<file path="config.mk">
export PLATFORM = sky130hd
export DESIGN_NAME = dsp_job_scheduler
export DESIGN_NICKNAME = d
export VERILOG_FILES = /design/src/rtl/dsp_job_scheduler.sv
export SDC_FILE = /design/constraint.sdc
export NUM_CORES = 1
export LEC_CHECK = 0
export CORE_MARGIN = 2
export CORE_UTILIZATION = 45
export CTS_CLUSTER_DIAMETER = 40
export CTS_CLUSTER_SIZE = 40
export DETAILED_ROUTE_END_ITERATION = 8
export MAX_ROUTING_LAYER = met4
export PLACE_DENSITY = 0.69
export SLEW_MARGIN = 10
export SYNTH_ARGS = -nofsm -noshare
export SYNTH_HDL_FRONTEND = slang
export SYNTH_SLANG_ARGS = --single-unit
</file>
<file path="constraint.sdc">
create_clock -name clk -period 2.6 [get_ports clk]
set_clock_uncertainty 0.2 [all_clocks]
set_input_delay 0.52 -clock clk [delete_from_list [all_inputs] [get_ports clk]]
set_output_delay 0.52 -clock clk [all_outputs]
set_load 0.1 [all_outputs]
</file>
<file path="src/rtl/dsp_job_scheduler.sv">
// Job scheduler for the shared FIR/FFT engines: round-robin intake from two requesters into a
// small job FIFO, then a dispatcher that runs engine start/done, output DMA and completion.
module dsp_job_scheduler #(
    parameter int QUEUE_DEPTH    = 4,
    parameter int TIMEOUT_CYCLES = 1024,
    parameter int CNT_W          = 16
) (
    input  logic                           clk,
    input  logic                           reset,
    input  logic                           req0,
    input  logic                           mode0,
    output logic                           ack0,
    input  logic                           req1,
    input  logic                           mode1,
    output logic                           ack1,
    output logic                           start_fir,
    output logic                           start_fft,
    input  logic                           fir_done,
    input  logic                           fft_done,
    output logic                           start_dma_out,
    input  logic                           dma_out_done,
    output logic                           job_src,
    output logic                           busy,
    output logic [$clog2(QUEUE_DEPTH):0]   queue_count,
    output logic                           timeout_err,
    input  logic                           err_clr,
    output logic [CNT_W-1:0]               jobs_done
);
    localparam int PTR_W = $clog2(QUEUE_DEPTH);
    localparam int WD_W  = $clog2(TIMEOUT_CYCLES + 1);

    localparam logic [PTR_W:0]   DEPTH_C   = (PTR_W + 1)'(QUEUE_DEPTH);
    localparam logic [PTR_W:0]   COUNT_ONE = (PTR_W + 1)'(1);
    localparam logic [PTR_W-1:0] PTR_ONE   = PTR_W'(1);
    localparam logic [WD_W-1:0]  WD_LAST   = WD_W'(TIMEOUT_CYCLES - 1);
    localparam logic [WD_W-1:0]  WD_ONE    = WD_W'(1);
    localparam logic [CNT_W-1:0] JOBS_ONE  = CNT_W'(1);

    typedef enum logic [2:0] {
        IDLE,
        LAUNCH,
        WAIT_ENG,
        DMA,
        WAIT_DMA
    } state_t;

    state_t state_reg, state_next;

    // Each entry is {src, mode}
    logic [1:0]       fifo_mem [QUEUE_DEPTH];
    logic [PTR_W-1:0] wr_ptr_reg, rd_ptr_reg;
    logic [PTR_W:0]   count_reg;

    logic             ack0_reg, ack1_reg;
    logic             rr_reg;
    logic             src_reg, mode_reg;
    logic             fir_done_reg, fft_done_reg;
    logic [WD_W-1:0]  wdog_reg;
    logic             err_reg;
    logic [CNT_W-1:0] jobs_reg;

    logic elig0, elig1, push, pop, grant_src, grant_mode;
    logic done_match, set_err, job_ok;

    // A requester still holding req during its ack cycle is not eligible again
    always_comb begin
        elig0      = req0 && !ack0_reg;
        elig1      = req1 && !ack1_reg;
        push       = (count_reg < DEPTH_C) && (elig0 || elig1);
        grant_src  = (elig0 && elig1) ? rr_reg : elig1;
        grant_mode = grant_src ? mode1 : mode0;
        pop        = (state_reg == IDLE) && (count_reg != '0);
    end

    // Done pulses pass through a register, so DMA starts two cycles after the done pulse
    assign done_match = mode_reg ? fft_done_reg : fir_done_reg;

    always_comb begin
        state_next = state_reg;
        set_err    = 1'b0;
        job_ok     = 1'b0;
        case (state_reg)
            IDLE: begin
                if (pop) state_next = LAUNCH;
            end
            LAUNCH: begin
                state_next = WAIT_ENG;
            end
            WAIT_ENG: begin
                if (done_match) begin
                    state_next = DMA;
                end else if (wdog_reg == WD_LAST) begin
                    state_next = IDLE;
                    set_err    = 1'b1;
                end
            end
            DMA: begin
                state_next = WAIT_DMA;
            end
            WAIT_DMA: begin
                if (dma_out_done) begin
                    state_next = IDLE;
                    job_ok     = 1'b1;
                end
            end
            default: begin
                state_next = IDLE;
            end
        endcase
    end

    always_ff @(posedge clk) begin
        if (!reset) begin
            state_reg    <= IDLE;
            wr_ptr_reg   <= '0;
            rd_ptr_reg   <= '0;
            count_reg    <= '0;
            ack0_reg     <= 1'b0;
            ack1_reg     <= 1'b0;
            rr_reg       <= 1'b0;
            src_reg      <= 1'b0;
            mode_reg     <= 1'b0;
            fir_done_reg <= 1'b0;
            fft_done_reg <= 1'b0;
            wdog_reg     <= '0;
            err_reg      <= 1'b0;
            jobs_reg     <= '0;
        end else begin
            state_reg    <= state_next;
            ack0_reg     <= push && !grant_src;
            ack1_reg     <= push && grant_src;
            fir_done_reg <= fir_done;
            fft_done_reg <= fft_done;

            if (push) begin
                wr_ptr_reg <= wr_ptr_reg + PTR_ONE;
                rr_reg     <= !grant_src;
            end
            if (pop) begin
                rd_ptr_reg <= rd_ptr_reg + PTR_ONE;
                src_reg    <= fifo_mem[rd_ptr_reg][1];
                mode_reg   <= fifo_mem[rd_ptr_reg][0];
            end
            case ({push, pop})
                2'b10:   count_reg <= count_reg + COUNT_ONE;
                2'b01:   count_reg <= count_reg - COUNT_ONE;
                default: count_reg <= count_reg;
            endcase

            if (state_reg == WAIT_ENG) wdog_reg <= wdog_reg + WD_ONE;
            else                       wdog_reg <= '0;

            if (set_err)      err_reg <= 1'b1;
            else if (err_clr) err_reg <= 1'b0;

            if (job_ok) jobs_reg <= jobs_reg + JOBS_ONE;
        end
    end

    // Storage carries no reset so it can map onto plain memory; count and pointers define validity
    always_ff @(posedge clk) begin
        if (push) fifo_mem[wr_ptr_reg] <= {grant_src, grant_mode};
    end

    assign ack0          = ack0_reg;
    assign ack1          = ack1_reg;
    assign start_fir     = (state_reg == LAUNCH) && !mode_reg;
    assign start_fft     = (state_reg == LAUNCH) && mode_reg;
    assign start_dma_out = (state_reg == DMA);
    assign busy          = (state_reg != IDLE);
    assign job_src       = src_reg;
    assign queue_count   = count_reg;
    assign timeout_err   = err_reg;
    assign jobs_done     = jobs_reg;

endmodule

</file>
==> impl_results.md <==
* CP Data Required Time at 2.64 ns
* First-pass GRT wire length at around 7600 um
* IO Count at 37
* Routed vias at ~1700
* Core occupancy in the finished layout at 0.577
* Syn Nets at about 250
* Clock buffer depth at 2
* Mapped Cells at around 240
* Drt total wl at 4470 um
* Commonest cells post-synth: dfxtp_1, nor2_1, xor2_1
* Initial DRC Count at 51
* Top-count cell post-synth: dfxtp_1
* Clock sink count at 53
* Final min period at ~2.4 ns
* Leakage at roughly 1.2 nW
* Hold Vio Cnt, Final at 0
* Area grow syn2layout at 25.3%
* Sw power at between 1 and 1.5 mW
* Logic gate share of total power at 0.426
* DR pass1 iterations at 4
* Max frequency at a little over 400 MHz
* Critical path class: in -> reg
* Setup crit end kind: flop
* RSZ-0062 raised after global routing: no
* Peak supply drop at roughly 0.59 mV
* Post-synth EDFFs at 8
* IO buf count at 36
* Fin nets at between 300 and 400
* GRT overflow at 0
* Setup TNS at 0 ns
* Clock power frac at 0.178
* CP startpoint: req1
* DR vias/cell at 4.91
* Initial antenna violation count at 0
* CTS tree: built
* Main synth FF type: dfxtp_1
* Worst Hold Launch: wdog_reg[0]
* Hold-fix buffers, CTS at 0
* Worst setup SP type: primary input
* Avg Cell Area, Syn at roughly 10 sq um
* # fillers at between 400 and 500
* Largest net degree at the start of global routing at 23
* Hold Crit Class: reg -> reg
* Core area at just over 0.005 sq mm
* Post-synth top area share at 0.385
* CTS H-tree lvls at 2
* Clk root buf: clkbuf_8
* Relative slew slack at 0.676
* Leading area contributor after synthesis: dfxtp_1
* Chip height at about 76 um
* Clock buffer count from CTS at 5
* Final period util at 0.935
* Die area at ~0.0058 sq mm
* Clk pin slew, worst setup/hold paths at approximately 0.1 ns
* Result of the run: complete, no violations
* Pint at between 1.5 and 2 mW
* Sequential power share at 0.396
* Critical Path AT at roughly 2.5 ns
* GP Congestion at about 0.8
* Asr flop ratio synth at 0
* Pwr Density at between 900 and 1000 mW/mm^2
* Unique masters post-synth at 37
* N_diodes at 0
* Initial core utilization at 0.461
* Post-synthesis sequential area ratio at 0.488
* HPWL after DPL at between 3000 and 4000 um
* Layout cell share with drive strength beyond 1 at 0.220
* Die width at 76.1 um
* CP max FO at 3
* Net Sw Frac at 0.417
* Mapped Area at about 0.0023 sq mm
* Wire length per cell at 12.5 um
* Site row count at 26
* Slew Limit Fails at 0
* Max cap viols at 0
* Ranking of synthesized cells by area: dfxtp_1, edfxtp_1, nor2_1
* Final setup fails at 0
* Measured slew at the worst slew-check pin at just under 0.5 ns
* Vias in the first global route at 1653
* Skew-Pair Late Insertion Delay at 0.31 ns
* GRT Util Overall at 0.166
* Synthesized flop and latch total at 53
* Number of flip-flops in the largest register at 16
* R2R Path Start: state_reg[0]
* YS warnings at 0
* Post-route ant nets at 0
* Post-route DRC violation count at 0
==> worst max-delay path, stage by stage <==
cell,delay [ns]
clkdlybuf4s50_1,0.40
nand2b_1,0.12
a21oi_1,0.10
inv_1,0.07
ha_1,0.18
inv_1,0.06
fa_1,0.38
xor2_1,0.17
or3_1,0.31
a21oi_1,0.16
==> logic make-up after synthesis <==
kind of cell / share of synthesized area
XOR/XNOR: 0.0862
multiplexers: 0.0626
flip-flops: 0.488
buffers and inverters: 0.0246
AND/OR/NAND/NOR: 0.268
AO/OA/AOI/OAI: 0.0246
adder cells (fa/ha/maj): 0.0460
==> area by class of cell <==
cell class | count | area [sq um] | share of cell area
clock buffer | 5 | 68.8 | 0.0235
clock inverter | 3 | 25.0 | 0.00855
inverter | 10 | 37.5 | 0.0128
multi-input combinational | 167 | 1150 | 0.394
sequential | 53 | 1150 | 0.392
tap | 70 | 87.6 | 0.0299
timing repair buffer | 48 | 408 | 0.139
==> what timing repair did <==
action / in CTS / in global routing
setup buffers: 0 / 0
setup endpoints to repair: 0 / 1
gates resized for setup: 0 / 1
==> layout by cell type, fill, tap and decap left out, drive strengths merged, types with 2 or more instances in the layout <==
cell type      synthesis  layout
dfxtp                 45      45
buf                    1      39
nor2                  38      38
xor2                  16      16
nand2                 15      15
nand3                 13      13
inv                   10      12
nand2b                 9       9
mux2i                  9       9
clkdlybuf4s50          0       9
edfxtp                 8       8
xnor2                  7       7
ha                     7       7
and2                   6       6
nor3                   6       6
a21oi                  5       5
nand4                  5       5
clkbuf                 4       5
and4                   4       4
or3                    3       3
and3                   3       3
o21ai                  2       2
or3b                   2       2
mux4                   2       2
nor3b                  2       2
nor4                   2       2
==> final timing paths <==
path | end | slack (ns) | cells past startpoint
worst max-delay path | queue_count[2] | 0.17 | 10
worst min-delay path | wdog_reg[0] | 0.27 | 1
worst max register to register | queue_count[2] | 0.25 | 9
worst min register to register | wdog_reg[0] | 0.27 | 1
==> layer usage <==
| metal | track usage | vias to the layer above | wire, um |
|---|---|---|---|
| li1 | - | 896 | - |
| met1 | 0.210 | 802 | 2200 |
| met2 | 0.259 | 44 | 1990 |
| met3 | 0.0367 | 7 | 203 |
| met4 | 0.0709 | 0 | 78 |
| met5 | - | - | 0 |
==> power groups by stage <==
stage | clock network (mW) | registers, mW | logic (mW)
3_5_place_dp | 0 | 1.09 | 1.16
2_1_floorplan | 0 | 1.29 | 0.617
5_1_grt | 0.528 | 1.09 | 1.25
6_report | 0.484 | 1.08 | 1.16
3_3_place_gp | 0 | 1.09 | 1.14
4_1_cts | 0.499 | 1.08 | 1.16
==> stage by stage <==
step           cell area (sq um)  hold slack [ns]  setup slack, ns  power (mW)  cells
2_1_floorplan               2350            0.226           0.0526        1.91    235
3_3_place_gp                2830            0.241          -0.0499        2.22    348
3_5_place_dp                2830            0.250           -0.132        2.25    348
4_1_cts                     2920            0.274            0.187        2.74    356
5_1_grt                     2930            0.304           0.0119        2.87    356
6_report                    2930            0.269            0.168        2.72    356
No activity file was read; power rests on OpenSTA's default activity.
